### config.mk
export PLATFORM = sky130hd
export DESIGN_NAME = requant_pack_flat
export DESIGN_NICKNAME = d
export VERILOG_FILES = /design/src/rtl/requant_pack_if.sv /design/src/rtl/requant_pack.sv /design/src/flat_wrapper.sv
export SDC_FILE = /design/constraint.sdc
export NUM_CORES = 2
export LEC_CHECK = 0
export CAP_MARGIN = 20
export CORE_AREA = 4 4 211 213
export DETAILED_ROUTE_END_ITERATION = 16
export DIE_AREA = 0 0 215 217
export PLACE_DENSITY = 0.92
export SYNTH_ARGS = -nofsm -noshare
export SYNTH_HDL_FRONTEND = slang
export SYNTH_SLANG_ARGS = --single-unit
### constraint.sdc
create_clock -name clk_i -period 12.51 [get_ports clk_i]
set_input_delay 1.251 -clock clk_i [delete_from_list [all_inputs] [get_ports clk_i]]
set_output_delay 1.251 -clock clk_i [all_outputs]
set_load 0.01 [all_outputs]
### src/rtl/requant_pack_if.sv
// ============================================================================
//  Module      : requant_pack_if
//  Description : Element-in / packed-word-out bundle for requant_pack.
//                The element side has no backpressure.
//  Revision    : 1.0 - initial release
// ============================================================================
`default_nettype none

interface requant_pack_if;
    logic               data_valid_i;
    logic signed [31:0] data_i;
    logic        [15:0] scale_i;
    logic        [4:0]  shift_i;
    logic               flush_i;
    logic               data_valid_o;
    logic        [31:0] data_o;
    logic        [3:0]  byte_en_o;

    // Producer of elements and consumer of packed words
    modport master (
        output data_valid_i, data_i, scale_i, shift_i, flush_i,
        input  data_valid_o, data_o, byte_en_o
    );

    // The requant/pack block itself
    modport slave (
        input  data_valid_i, data_i, scale_i, shift_i, flush_i,
        output data_valid_o, data_o, byte_en_o
    );
endinterface

`default_nettype wire

### src/rtl/requant_pack.sv
// ============================================================================
//  Module      : requant_pack
//  Description : Rescales signed 32-bit elements with (x * scale) rounding
//                right-shift, saturates the result to int8, and packs four
//                bytes little-endian per 32-bit word. A flush emits any
//                partial word together with a byte-enable mask.
//  Revision    : 1.0 - initial release
// ============================================================================
`default_nettype none

module requant_pack (
    input  wire logic     clk_i,
    input  wire logic     rst_i,
    requant_pack_if.slave bus
);

    // ------------------------------------------------------------------
    // Stage 1 : multiply
    // ------------------------------------------------------------------
    logic signed [48:0] prod_full;
    logic signed [47:0] s1_prod;
    logic        [4:0]  s1_shift;
    logic               s1_valid;
    logic               s1_flush;

    // The scale is unsigned, so it gets a zero sign bit before the signed multiply
    assign prod_full = $signed(bus.data_i) * $signed({1'b0, bus.scale_i});

    // Register the product along with its shift and the flush marker
    always_ff @(posedge clk_i) begin
        if (rst_i) begin
            s1_prod  <= '0;
            s1_shift <= '0;
            s1_valid <= 1'b0;
            s1_flush <= 1'b0;
        end else begin
            s1_prod  <= prod_full[47:0];
            s1_shift <= bus.shift_i;
            s1_valid <= bus.data_valid_i;
            s1_flush <= bus.flush_i;
        end
    end

    // ------------------------------------------------------------------
    // Stage 2 : round half-up and saturate to int8
    // ------------------------------------------------------------------
    logic signed [48:0] prod_ext;
    logic signed [48:0] rnd_bias;
    logic signed [48:0] rnd_sum;
    logic signed [48:0] rounded;
    logic        [7:0]  sat_byte;
    logic        [7:0]  s2_byte;
    logic               s2_valid;
    logic               s2_flush;

    // Widen by one bit so adding the half-LSB bias cannot overflow
    always_comb begin
        prod_ext = {s1_prod[47], s1_prod};
        rnd_bias = '0;
        if (s1_shift != 5'd0) begin
            rnd_bias = 49'sd1 <<< (s1_shift - 5'd1);
        end
        rnd_sum = prod_ext + rnd_bias;
        rounded = rnd_sum >>> s1_shift;
        if (rounded > 49'sd127) begin
            sat_byte = 8'h7F;
        end else if (rounded < -49'sd128) begin
            sat_byte = 8'h80;
        end else begin
            sat_byte = rounded[7:0];
        end
    end

    // Register the saturated byte along with its valid and flush marker
    always_ff @(posedge clk_i) begin
        if (rst_i) begin
            s2_byte  <= '0;
            s2_valid <= 1'b0;
            s2_flush <= 1'b0;
        end else begin
            s2_byte  <= sat_byte;
            s2_valid <= s1_valid;
            s2_flush <= s1_flush;
        end
    end

    // ------------------------------------------------------------------
    // Stage 3 : pack into lanes, emit full or flushed partial words
    // ------------------------------------------------------------------
    logic [31:0] pack_q;
    logic [1:0]  lane_q;
    logic [31:0] pack_nx;
    logic [1:0]  lane_nx;
    logic        emit;
    logic [31:0] emit_data;
    logic [3:0]  emit_be;
    logic        out_valid;
    logic [31:0] out_data;
    logic [3:0]  out_be;

    // The carried byte is placed first; the flush then sees the updated
    // lane count, so a word that just completed produces no empty partial.
    always_comb begin
        pack_nx   = pack_q;
        lane_nx   = lane_q;
        emit      = 1'b0;
        emit_data = out_data;
        emit_be   = out_be;
        if (s2_valid) begin
            pack_nx[{lane_q, 3'b000} +: 8] = s2_byte;
            if (lane_q == 2'd3) begin
                emit      = 1'b1;
                emit_data = pack_nx;
                emit_be   = 4'hF;
                pack_nx   = '0;
                lane_nx   = 2'd0;
            end else begin
                lane_nx = lane_q + 2'd1;
            end
        end
        if (s2_flush && (lane_nx != 2'd0)) begin
            emit      = 1'b1;
            emit_data = pack_nx;
            emit_be   = (4'b0001 << lane_nx) - 4'b0001;
            pack_nx   = '0;
            lane_nx   = 2'd0;
        end
    end

    // Pack state plus output registers; data and byte enables hold between pulses
    always_ff @(posedge clk_i) begin
        if (rst_i) begin
            pack_q    <= '0;
            lane_q    <= '0;
            out_valid <= 1'b0;
            out_data  <= '0;
            out_be    <= '0;
        end else begin
            pack_q    <= pack_nx;
            lane_q    <= lane_nx;
            out_valid <= emit;
            if (emit) begin
                out_data <= emit_data;
                out_be   <= emit_be;
            end
        end
    end

    assign bus.data_valid_o = out_valid;
    assign bus.data_o       = out_data;
    assign bus.byte_en_o    = out_be;

endmodule

`default_nettype wire

### src/flat_wrapper.sv
// flat-port wrapper written by rule: the top's interface ports become plain ports
module requant_pack_flat 
  (clk_i, rst_i, bus_data_valid_i, bus_data_i, bus_scale_i, bus_shift_i, bus_flush_i, bus_data_valid_o, bus_data_o, bus_byte_en_o);
  requant_pack_if bus_i ();
  input  wire logic clk_i;
  input  wire logic rst_i;
  input wire logic [$bits(bus_i.data_valid_i)-1:0] bus_data_valid_i;
  input wire logic [$bits(bus_i.data_i)-1:0] bus_data_i;
  input wire logic [$bits(bus_i.scale_i)-1:0] bus_scale_i;
  input wire logic [$bits(bus_i.shift_i)-1:0] bus_shift_i;
  input wire logic [$bits(bus_i.flush_i)-1:0] bus_flush_i;
  output wire logic [$bits(bus_i.data_valid_o)-1:0] bus_data_valid_o;
  output wire logic [$bits(bus_i.data_o)-1:0] bus_data_o;
  output wire logic [$bits(bus_i.byte_en_o)-1:0] bus_byte_en_o;
  assign bus_i.data_valid_i = bus_data_valid_i;
  assign bus_i.data_i = bus_data_i;
  assign bus_i.scale_i = bus_scale_i;
  assign bus_i.shift_i = bus_shift_i;
  assign bus_i.flush_i = bus_flush_i;
  assign bus_data_valid_o = bus_i.data_valid_o;
  assign bus_data_o = bus_i.data_o;
  assign bus_byte_en_o = bus_i.byte_en_o;
  requant_pack u_core (.clk_i(clk_i), .rst_i(rst_i), .bus(bus_i));
endmodule
==> metrics <==
status=finished, final reports clean; FP Rows=76; Setup Fix Bufs, Post-CTS=0; clk slew on worst S/H paths=roughly 0.070 ns; grt ovf=0; Synth Area in XOR/XNOR=2.25%; WL met1=between 30000 and 40000 um; DR DRC count=0; post-synthesis adder-cell area fraction=39.4%; Setup crit end kind=register; Fill cells=2860; post-CTS sizing=0; Hold Crit Class=reg -> reg; slowest CP cell=clkdlybuf4s50_1; Peak Freq=118 MHz; CTS buffer count=17; vias in the first global route=approximately 28000; Synth top cells by count=inv_1 (540), fa_1 (485), nand2_1 (478); mux contribution to synthesized area=under 10%; Compound-Gate Fraction of Synth Area=15.7%; Yosys reg bits=136; metal3 WL=9930 um; first-pass GRT wire length=140000 um; Initial Utilization=between 60% and 70%; n_diodes=0; drt pass-1 iters=9; crit path time final=about 8.4 ns; final hold vios=0; H-tree depth=4; IO buf count=93; CP arrival=between 8 and 9 ns; GRT Total Usage=between 30 and 40%; critical path required time=between 10 and 15 ns; via/cell ratio=approximately 6.6; ANT nets after route=0; area of the multi-input gates=between 0.02 and 0.025 sq mm; Net Count, Synth=between 4000 and 5000; die width=about 220 um; cts hold-fix bufs=0; initial antenna violation count=0; Final Setup Violations=0; Final #Nets=roughly 4200; Avg Inst Size Synth=roughly 8.3 sq um; drt wl/cell=21.0 um; Max Cap Viol=0; RSZ-0062 raised after global routing=false; path type of the worst setup path=in -> reg; Critical Path Max Stage Delay=1.05 ns; worst clock skew=0.0107 ns; Crit path max-delay family=adder cells; CP most frequent cell=fa_1; Slew headroom=a little under a quarter; ranking of synthesized cells by area=fa_1 (33%), dfxtp_1 (9.2%), inv_1 (6.9%), ha_1 (6.4%), nand2_1 (6.1%); crit-path max FO=16; most common cell in the netlist=inv_1; total core area=approximately 0.043 sq mm; worst-margin pin slew=1.13 ns; number of synthesized flops with an enable pin=0; TritonCTS clock tree=built; CTS root buffer=clkbuf_16; Slew Limit Fails=0; post-synth top area share=approximately 33%; GP Congestion=1.02; Worst setup SP type=primary input; top_reg_cell synth=dfxtp_1; IO Count=94; die area=approximately 0.047 sq mm; # clock sinks=136; WL final=approximately 86000 um; YS warnings=0; Reg area=approximately 0.0027 sq mm; crit path cell chain=clkdlybuf4s50_1 -> nand2_1 -> fa_1 -> inv_1 -> fa_1 -> inv_1 -> fa_1 -> fa_1 -> fa_1 -> inv_1 -> fa_1 -> ha_1 -> a21oi_1 -> o21bai_1 -> a21oi_1 -> o211ai_1 -> a2111oi_0 -> or3b_2 -> nand3_1 -> a211o_1 -> a21oi_1 -> xor2_1 -> nor2_1; clk buf depth=2; Critical path buffers and inverters=4; Synth area leader=fa_1; count of different cell masters after synthesis=roughly 110; top layer reached by signal wires=met4; Syn Inst Count=about 3600; share of synthesized registers carrying an async set or reset=0%; Die Y=217 um; initial drt markers=between 3000 and 4000; Post-Synthesis Cell Area=0.0295 sq mm; metal2 WL=~40000 um; DP HPWL=~64000 um; Clock Latency Late Sink=~0.44 ns; largest family of logic cells by synthesized area=adder cells; post-synthesis sequential area ratio=under 10%; routed via count=between 20000 and 30000; proportion of layout cells with a drive suffix above 1=under 10%; Simple-Gate Fraction of Synth Area=a little over a fifth; setup TNS=0 ns; largest net degree at the start of global routing=72; area delta synth->final=6.34%; Tcrit/Tclk final=67.5%
worst register-to-register path, cell delays in order (launching register included):
cell       delay [ns]
dfxtp_2          0.31
buf_4            0.46
inv_1            0.13
buf_4            0.29
nor2_1           0.54
nand2_1          0.30
nor2_1           0.18
ha_1             0.41
nand2_1          0.26
nor2_1           0.45
nand2_1          0.14
a211oi_1         0.58
nor3_1           0.12
a221o_1          0.31
nor4_1           0.61
nor3_1           0.14
o221a_1          0.33
mux2i_1          0.20
nand4bb_1        0.13
or4_4            0.56
o41ai_4          0.56
a22oi_1          0.15
worst paths after layout:
path                                         start                  to  slack (ns)  depth (start not counted)
worst min register to register     u_core.s1_flush     u_core.s2_flush        0.45                          1
worst max register to register  u_core.s1_shift[2]   u_core.s2_byte[3]        5.18                         21
worst min-delay path               u_core.s1_flush     u_core.s2_flush        0.45                          1
worst max-delay path                bus_data_i[10]  u_core.s1_prod[41]        4.06                         23
area by class of cell:
| cell class | count | area share [%] |
|---|---|---|
| clock buffer | 17 | 1.36 |
| clock inverter | 15 | 0.702 |
| inverter | 544 | 6.51 |
| multi-input combinational | 2699 | 76.5 |
| sequential | 136 | 8.69 |
| tap | 546 | 2.18 |
| timing repair buffer | 134 | 4.07 |
logic make-up (layout without fill, tap and decap cells):
group,count (synthesis),in the layout
multiplexers,66,66
buffers and inverters,739,710
XOR/XNOR,75,75
flip-flops,136,136
other,1,1
adder cells (fa/ha/maj),637,637
AO/OA/AOI/OAI,647,647
AND/OR/NAND/NOR,1273,1273
placed cells by master (no fill, tap or decap), drive strengths merged, types with 17 or more instances in the layout:
master / netlist / layout
a211oi: 47 / 47
a21o: 28 / 28
a21oi: 158 / 158
a31oi: 21 / 21
and2: 228 / 228
and3: 17 / 17
buf: 27 / 42
clkbuf: 168 / 17
clkdlybuf4s50: 0 / 92
dfxtp: 136 / 136
fa: 485 / 485
ha: 152 / 152
inv: 542 / 552
mux2i: 40 / 40
nand2: 482 / 482
nand3: 50 / 50
nand4: 26 / 26
nor2: 209 / 209
nor2b: 100 / 100
nor3: 69 / 69
nor4: 22 / 22
o211ai: 47 / 47
o21a: 21 / 21
o21ai: 105 / 105
o2bb2ai: 39 / 39
xnor2: 43 / 43
xor2: 32 / 32
flip-flops by register name (all words and copies together), names as in the netlist, 2 cells and up:
name / cells
u_core.s2_byte: 8
u_core.pack_q: 32
u_core.bus.byte_en_o: 4
u_core.s1_prod: 48
u_core.s1_shift: 5
u_core.bus.data_o: 32
u_core.lane_q: 2
per-stage QoR:
| step | utilization [%] | cells | hold WS, ns | instance area, sq um | setup slack, ns |
|---|---|---|---|---|---|
| floorplan | - | 3574 | 0.414 | 29500 | 5.34 |
| global placement | 71.8 | 4056 | 0.430 | 30700 | 4.16 |
| detailed placement | 71.8 | 4056 | 0.428 | 30700 | 3.86 |
| CTS | 73.3 | 4088 | 0.446 | 31300 | 4.22 |
| global route | 73.5 | 4091 | 0.468 | 31400 | 3.84 |
| finish | 73.5 | 4091 | 0.453 | 31400 | 4.06 |
routing by layer:
metal,track usage (%),up-vias
li1,-,11616
met1,46.6,12710
met2,60.2,2017
met3,7.46,567
met4,19.7,0
met5,0,-
Power is left out: the tool's default activity adds up to more than one toggle a clock period on the data nets, which glitch-free logic cannot reach.
